===== config.mk =====
export PLATFORM = sky130hd
export DESIGN_NAME = instr_realigner
export DESIGN_NICKNAME = d
export VERILOG_FILES = /design/src/rtl/instr_realigner.sv
export SDC_FILE = /design/constraint.sdc
export NUM_CORES = 1
export LEC_CHECK = 0
export CORE_MARGIN = 5
export CORE_UTILIZATION = 45
export CTS_CLUSTER_SIZE = 40
export DETAILED_ROUTE_END_ITERATION = 10
export PLACE_DENSITY = 0.77
export SETUP_SLACK_MARGIN = 0.02
export SKIP_CTS_REPAIR_TIMING = 1
export SYNTH_ARGS = -nofsm -noshare
export SYNTH_HDL_FRONTEND = slang
export SYNTH_SLANG_ARGS = --single-unit
export TNS_END_PERCENT = 20

===== constraint.sdc =====
create_clock -name clk_i -period 2.35 [get_ports clk_i]
set_input_delay 0.235 -clock clk_i [delete_from_list [all_inputs] [get_ports clk_i]]
set_output_delay 0.235 -clock clk_i [all_outputs]
set_load 0.02 [all_outputs]

===== src/rtl/instr_realigner.sv =====
// -----------------------------------------------------------------------------
// instr_realigner
//   Fetch-side realignment buffer. Takes word-aligned 32-bit fetch words and
//   presents one halfword-aligned raw instruction per cycle, with its PC, to the
//   compressed decoder. A 32-bit instruction may straddle two fetch words. A
//   redirect flushes the buffer. Words whose address does not match the next
//   needed word are accepted and dropped.
//
//   Configuration macro: REALIGNER_RVC_EN
//     defined   : RVC (16-bit) instructions are recognised and popped singly.
//     undefined : every instruction is 32-bit and all PCs are word-aligned.
//
//   Ports
//     clk_i            clock
//     rst_ni           asynchronous active-low reset
//     fetch_valid_i    fetch word present
//     fetch_pc_i       fetch word address ([1:0] ignored)
//     fetch_rdata_i    fetch word, little-endian halfwords
//     fetch_ready_o    buffer can take a word this cycle
//     instr_valid_o    instr_o holds a complete instruction
//     instr_o          raw instruction {hw[1], hw[0]}
//     instr_pc_o       PC of instr_o
//     is_compressed_o  instr_o is RVC (qualified by instr_valid_o)
//     instr_ready_i    downstream accepts instr_o
//     redirect_i       flush and restart at redirect_pc_i
//     redirect_pc_i    new PC (bit 0 ignored)
// -----------------------------------------------------------------------------
module instr_realigner #(
    parameter logic [31:0] BOOT_ADDR = 32'h0000_0000
) (
    input  logic        clk_i,
    input  logic        rst_ni,
    input  logic        fetch_valid_i,
    input  logic [31:0] fetch_pc_i,
    input  logic [31:0] fetch_rdata_i,
    output logic        fetch_ready_o,
    output logic        instr_valid_o,
    output logic [31:0] instr_o,
    output logic [31:0] instr_pc_o,
    output logic        is_compressed_o,
    input  logic        instr_ready_i,
    input  logic        redirect_i,
    input  logic [31:0] redirect_pc_i
);

`ifdef REALIGNER_RVC_EN
    localparam logic [31:0] BOOT_PC = {BOOT_ADDR[31:1], 1'b0};
`else
    localparam logic [31:0] BOOT_PC = {BOOT_ADDR[31:2], 2'b00};
`endif

    logic [15:0] r_hw [4];
    logic [2:0]  r_cnt;
    logic [31:0] r_head_pc;
    logic [29:0] r_exp_word;

    logic        w_drop_low;
    logic        w_hw0_rvc;
    logic        w_instr_avail;
    logic        w_push;
    logic        w_pop;
    logic [2:0]  w_pop_n;
    logic [2:0]  w_push_n;
    logic [2:0]  w_base;
    logic [2:0]  w_cnt_nxt;
    logic [31:0] w_head_pc_nxt;
    logic [31:0] w_redirect_pc;
    logic [15:0] w_hw_nxt [4];
    logic        w_unused_bits;

`ifdef REALIGNER_RVC_EN
    logic r_drop_low;
    assign w_drop_low    = r_drop_low;
    assign w_hw0_rvc     = (r_hw[0][1:0] != 2'b11);
    assign w_redirect_pc = {redirect_pc_i[31:1], 1'b0};
`else
    assign w_drop_low    = 1'b0;
    assign w_hw0_rvc     = 1'b0;
    assign w_redirect_pc = {redirect_pc_i[31:2], 2'b00};
`endif

    // Low address bits are irrelevant to the word match; keep them visibly sunk.
    assign w_unused_bits = ^{fetch_pc_i[1:0], redirect_pc_i[1:0]};

    // Readiness looks only at the registered count so fetch never waits on
    // the downstream stall path.
    assign fetch_ready_o   = (r_cnt <= 3'd2) | redirect_i;
    assign w_instr_avail   = ((r_cnt >= 3'd1) & w_hw0_rvc) | (r_cnt >= 3'd2);
    assign instr_valid_o   = ~redirect_i & w_instr_avail;
    assign instr_o         = {r_hw[1], r_hw[0]};
    assign instr_pc_o      = r_head_pc;
    assign is_compressed_o = instr_valid_o & w_hw0_rvc;

    assign w_push   = fetch_valid_i & fetch_ready_o & ~redirect_i &
                      (fetch_pc_i[31:2] == r_exp_word);
    assign w_pop    = instr_valid_o & instr_ready_i;
    assign w_pop_n  = ~w_pop  ? 3'd0 : (w_hw0_rvc  ? 3'd1 : 3'd2);
    assign w_push_n = ~w_push ? 3'd0 : (w_drop_low ? 3'd1 : 3'd2);

    // Tail position after the pop; a push is only possible with cnt <= 2,
    // so the appended halfwords always land within hw[0..3].
    assign w_base        = r_cnt - w_pop_n;
    assign w_cnt_nxt     = w_base + w_push_n;
    assign w_head_pc_nxt = r_head_pc + {28'd0, w_pop_n, 1'b0};

    // Shift out the popped halfwords first, then append at the new tail.
    always_comb begin
        for (int unsigned i = 0; i < 4; i++) begin
            w_hw_nxt[i] = r_hw[i];
        end
        if (w_pop_n == 3'd1) begin
            w_hw_nxt[0] = r_hw[1];
            w_hw_nxt[1] = r_hw[2];
            w_hw_nxt[2] = r_hw[3];
        end else if (w_pop_n == 3'd2) begin
            w_hw_nxt[0] = r_hw[2];
            w_hw_nxt[1] = r_hw[3];
        end
        for (int unsigned i = 0; i < 4; i++) begin
            if (w_push && (i == 32'(w_base))) begin
                w_hw_nxt[i] = w_drop_low ? fetch_rdata_i[31:16] : fetch_rdata_i[15:0];
            end
            if (w_push && !w_drop_low && (i == 32'(w_base) + 32'd1)) begin
                w_hw_nxt[i] = fetch_rdata_i[31:16];
            end
        end
    end

    always_ff @(posedge clk_i or negedge rst_ni) begin
        if (!rst_ni) begin
            for (int unsigned i = 0; i < 4; i++) begin
                r_hw[i] <= '0;
            end
            r_cnt      <= '0;
            r_head_pc  <= BOOT_PC;
            r_exp_word <= BOOT_ADDR[31:2];
`ifdef REALIGNER_RVC_EN
            r_drop_low <= BOOT_ADDR[1];
`endif
        end else if (redirect_i) begin
            r_cnt      <= '0;
            r_head_pc  <= w_redirect_pc;
            r_exp_word <= redirect_pc_i[31:2];
`ifdef REALIGNER_RVC_EN
            r_drop_low <= redirect_pc_i[1];
`endif
        end else begin
            for (int unsigned i = 0; i < 4; i++) begin
                r_hw[i] <= w_hw_nxt[i];
            end
            r_cnt     <= w_cnt_nxt;
            r_head_pc <= w_head_pc_nxt;
            if (w_push) begin
                r_exp_word <= r_exp_word + 30'd1;
`ifdef REALIGNER_RVC_EN
                r_drop_low <= 1'b0;
`endif
            end
        end
    end

endmodule


==> impl_metrics.yaml <==
logic_synthesis:
  synthAdderAreaFrac_pct: 0.722
  avgSynthCellArea_um2: 10.3
  synthCells: 674
  ys_seq_area_share_pct: 45.5
  synthMuxAreaShare_pct: 11.9
  synth_ff_type: "dfrtp_1"
  ys_ff_latch: 126
  synthSimpleGateAreaFrac_pct: 16.2
  synthDistinctLibCells: 53
  synth_warnings: 0
  synth_compound_area_share_pct: 11.0
  ys_async_sr_fraction_pct: 100
  synth_top_family_by_area: "simple AND/OR/NAND/NOR gates"
  synth_edf_count: 0
  synth_area_um2: 6940
  yosys.area_share.xor_xnor_pct: 8.08
clock_network:
  clk_pin_slew_ns: 0.06
  cts_buffer_depth: 2
  cts_made_buffers: 17
  clock_latency_ns: 0.41
  cts_tree: "yes"
  h-tree-depth: 4
  cts-root-buf: "clkbuf_16"
  cts.sinks: 126
final_layout:
  nets: 960
  regArea_um2: 3160
  synthToLayoutAreaGrowth_pct: 39.1
  multi_input_area_um2: 3480
  drive_gt1_share_pct: 18.7
  fill_cells: 1233
  final_cell_area_um2: 9650
grt:
  gr-total-overflow: 0
  grt_pass1_vias: 5539
  grt_usage_pct: 20.3
  grt_pass1_wl_um: 29000
  grt_antenna_before_repair: 1
  grt_start_max_net_pins: 47
die:
  rows: 45
  die_h_um: 134
  initial_core_util_pct: 45.8
  coreArea_um2: 15100
  die-area_um2: 18000
  die_x_um: 134
  ioPinCount: 168
setup_path:
  critPathSlowestCell: "or4_1"
  critPathArrivalTime_ns: 2.57
  cp_max_fo: 10
  path_buf_inv: 1
  worstPathRequired_ns: 2.67
  path_class: "register to register"
  worstSetupStartpointType: "register"
  critPathMaxStageDelay_ns: 0.48
  critical_path.top_delay_family: "simple AND/OR/NAND/NOR gates"
  path_cells: "xnor2_1 -> nand4_1 -> nor4_4 -> buf_4 -> nand2_4 -> or4_1 -> a31oi_1"
  crit_path_end_kind: "register"
routing:
  routedWlPerCell_um: 17.2
  drtIter0Drc: 370
  vias: 5508
  drt-total-wl_um: 18200
  first_pass_iters: 5
  viasPerCell: 5.21
  drc: 0
  final_antenna_net_count: 0
power_and_ir_drop:
  irDropWorstVdd_uv: 524
  p_leak_nw: 4.46
  p_sw_mw: 1.45
  p_clk_share_pct: 42.9
  power.internal_mw: 4.16
  cellPowerDensity_nw_per_um2: 582
  power_mw: 5.62
  power.share.switching_pct: 25.9
  seqPwrFrac_pct: 42.5
  power_frac_comb_pct: 14.7
hold_path:
  hp-class: "input port to asynchronous set/reset pin"
sta:
  drv_slew: 0
  hold_viol_final: 0
  rsz0062_at_grt: "true"
  finClkSkew_ns: 0.0120
  fin_crit_sh_pct: 95.7
  max_freq_mhz: 445
  min_period_ns: 2.25
  setup_violations: 0
  slew_headroom_pct: 63.7
  worst_pin_slew_ns: 0.545
place:
  port_buffers: 160
  globalplace.congestion: 0.852
  dp_hpwl_um: 13300
  post_dp_cell_area_um2: 8910
run:
  maxCapViolCount: 0
status:
  outcome: "finished clean"
-- layer usage --
layer,track usage (%),wire [µm],vias up
met5,0,0,-
met4,6.05,328,0
met3,5.74,1090,21
met2,31.4,8540,143
met1,28.1,8250,2645
li1,-,-,2699
-- registers in the layout (all words and copies together) (netlist names) --
register / flops
instr_pc_o: 30
r_hw: 32
instr_o: 32
r_cnt: 2
r_exp_word: 30
-- Yosys cell counts, drive strengths merged, types with 7 or more instances --
master | count | area (µm²)
nand2b | 9 | 56.3
a21boi | 8 | 60.1
o31a | 7 | 61.3
dfrtp | 126 | 3150
nand2 | 35 | 134
nand3 | 25 | 138
xnor2 | 52 | 455
nor3 | 9 | 55.1
mux2i | 33 | 330
mux2 | 34 | 495
a31oi | 7 | 43.8
nor2 | 67 | 251
a21oi | 44 | 224
a21o | 12 | 90.1
inv | 13 | 48.8
buf | 50 | 358
and3 | 13 | 81.3
clkbuf | 14 | 52.6
o21ai | 13 | 65.1
xor2 | 12 | 105
nand4 | 23 | 144
and2 | 13 | 81.3
-- power groups by stage --
stage | Combinational [mW] | Sequential, mW | Clock [mW]
global placement | 0.783 | 2.41 | 0
CTS | 0.800 | 2.38 | 2.46
floorplan | 0.290 | 2.46 | 0
detailed placement | 0.793 | 2.42 | 0
global route | 0.892 | 2.40 | 2.55
finish | 0.823 | 2.38 | 2.41
-- worst paths after layout --
| path | start | cells past startpoint | endpoint | slack [ns] |
|---|---|---|---|---|
| setup reg to reg | r_exp_word[16] | 7 | r_exp_word[22] | 0.10 |
| max in group asynchronous | rst_ni | 3 | instr_o[3] | 1.34 |
| setup / recovery | r_exp_word[16] | 7 | r_exp_word[22] | 0.10 |
| min in group clk_i | redirect_i | 3 | r_cnt[2] | 0.35 |
| hold reg to reg | r_hw[10] | 1 | r_hw[10] | 0.51 |
| hold / removal | rst_ni | 2 | instr_pc_o[25] | 0.35 |
-- logic make-up after synthesis --
family,count (synthesis)
AND/OR/NAND/NOR,218
other,1
adder cells (fa/ha/maj),4
flip-flops,126
AO/OA/AOI/OAI,117
XOR/XNOR,64
buffers and inverters,77
multiplexers,67
-- layout make-up --
class / instances / share of cell area [%]
Timing Repair Buffer: 224 / 22.6
Clock inverter: 10 / 0.661
Sequential cell: 126 / 32.7
Inverter: 13 / 0.506
Clock buffer: 22 / 5.02
Multi-Input combinational cell: 473 / 36.1
Antenna cell: 1 / 0.0259
Tap cell: 188 / 2.44
-- layout by cell type (no fill, tap or decap), types with 4 or more instances in the layout --
master and count:
xnor2_2 5, buf_6 4, nor2_1 65, clkbuf_16 17
mux2i_1 33, or2_2 4, xnor2_1 47, o21ai_0 12
o31a_1 7, dfrtp_1 124, xor2_1 12, inv_1 13
buf_4 53, clkinvlp_4 4, nand2b_1 9, a21boi_0 8
nand4_1 23, buf_12 7, nand3_1 24, and2_1 13
clkinv_2 5, a21oi_1 42, and3_1 12, a31oi_1 7
mux2_4 31, clkbuf_8 4, nor3_1 7, o21bai_1 4
a21o_1 12, nand2_1 32, o211ai_1 4, clkdlybuf4s50_1 158
-- through the flow --
stage	util (%)	worst slack, ns	hold slack (ns)	TNS [ns]	instances
after floorplan	-	0.0280	-0.0606	0	676
final	63.7	0.101	0.350	0	1057
after global routing	63.7	-0.00673	0.358	-0.0211	1057
after global placement	58.9	-0.166	0.253	-7.16	1017
after CTS	62.5	-0.0679	-0.187	-0.348	1049
after detailed placement	58.9	-0.216	0.252	-10.40	1017
No activity file was read; power rests on OpenSTA's default activity.
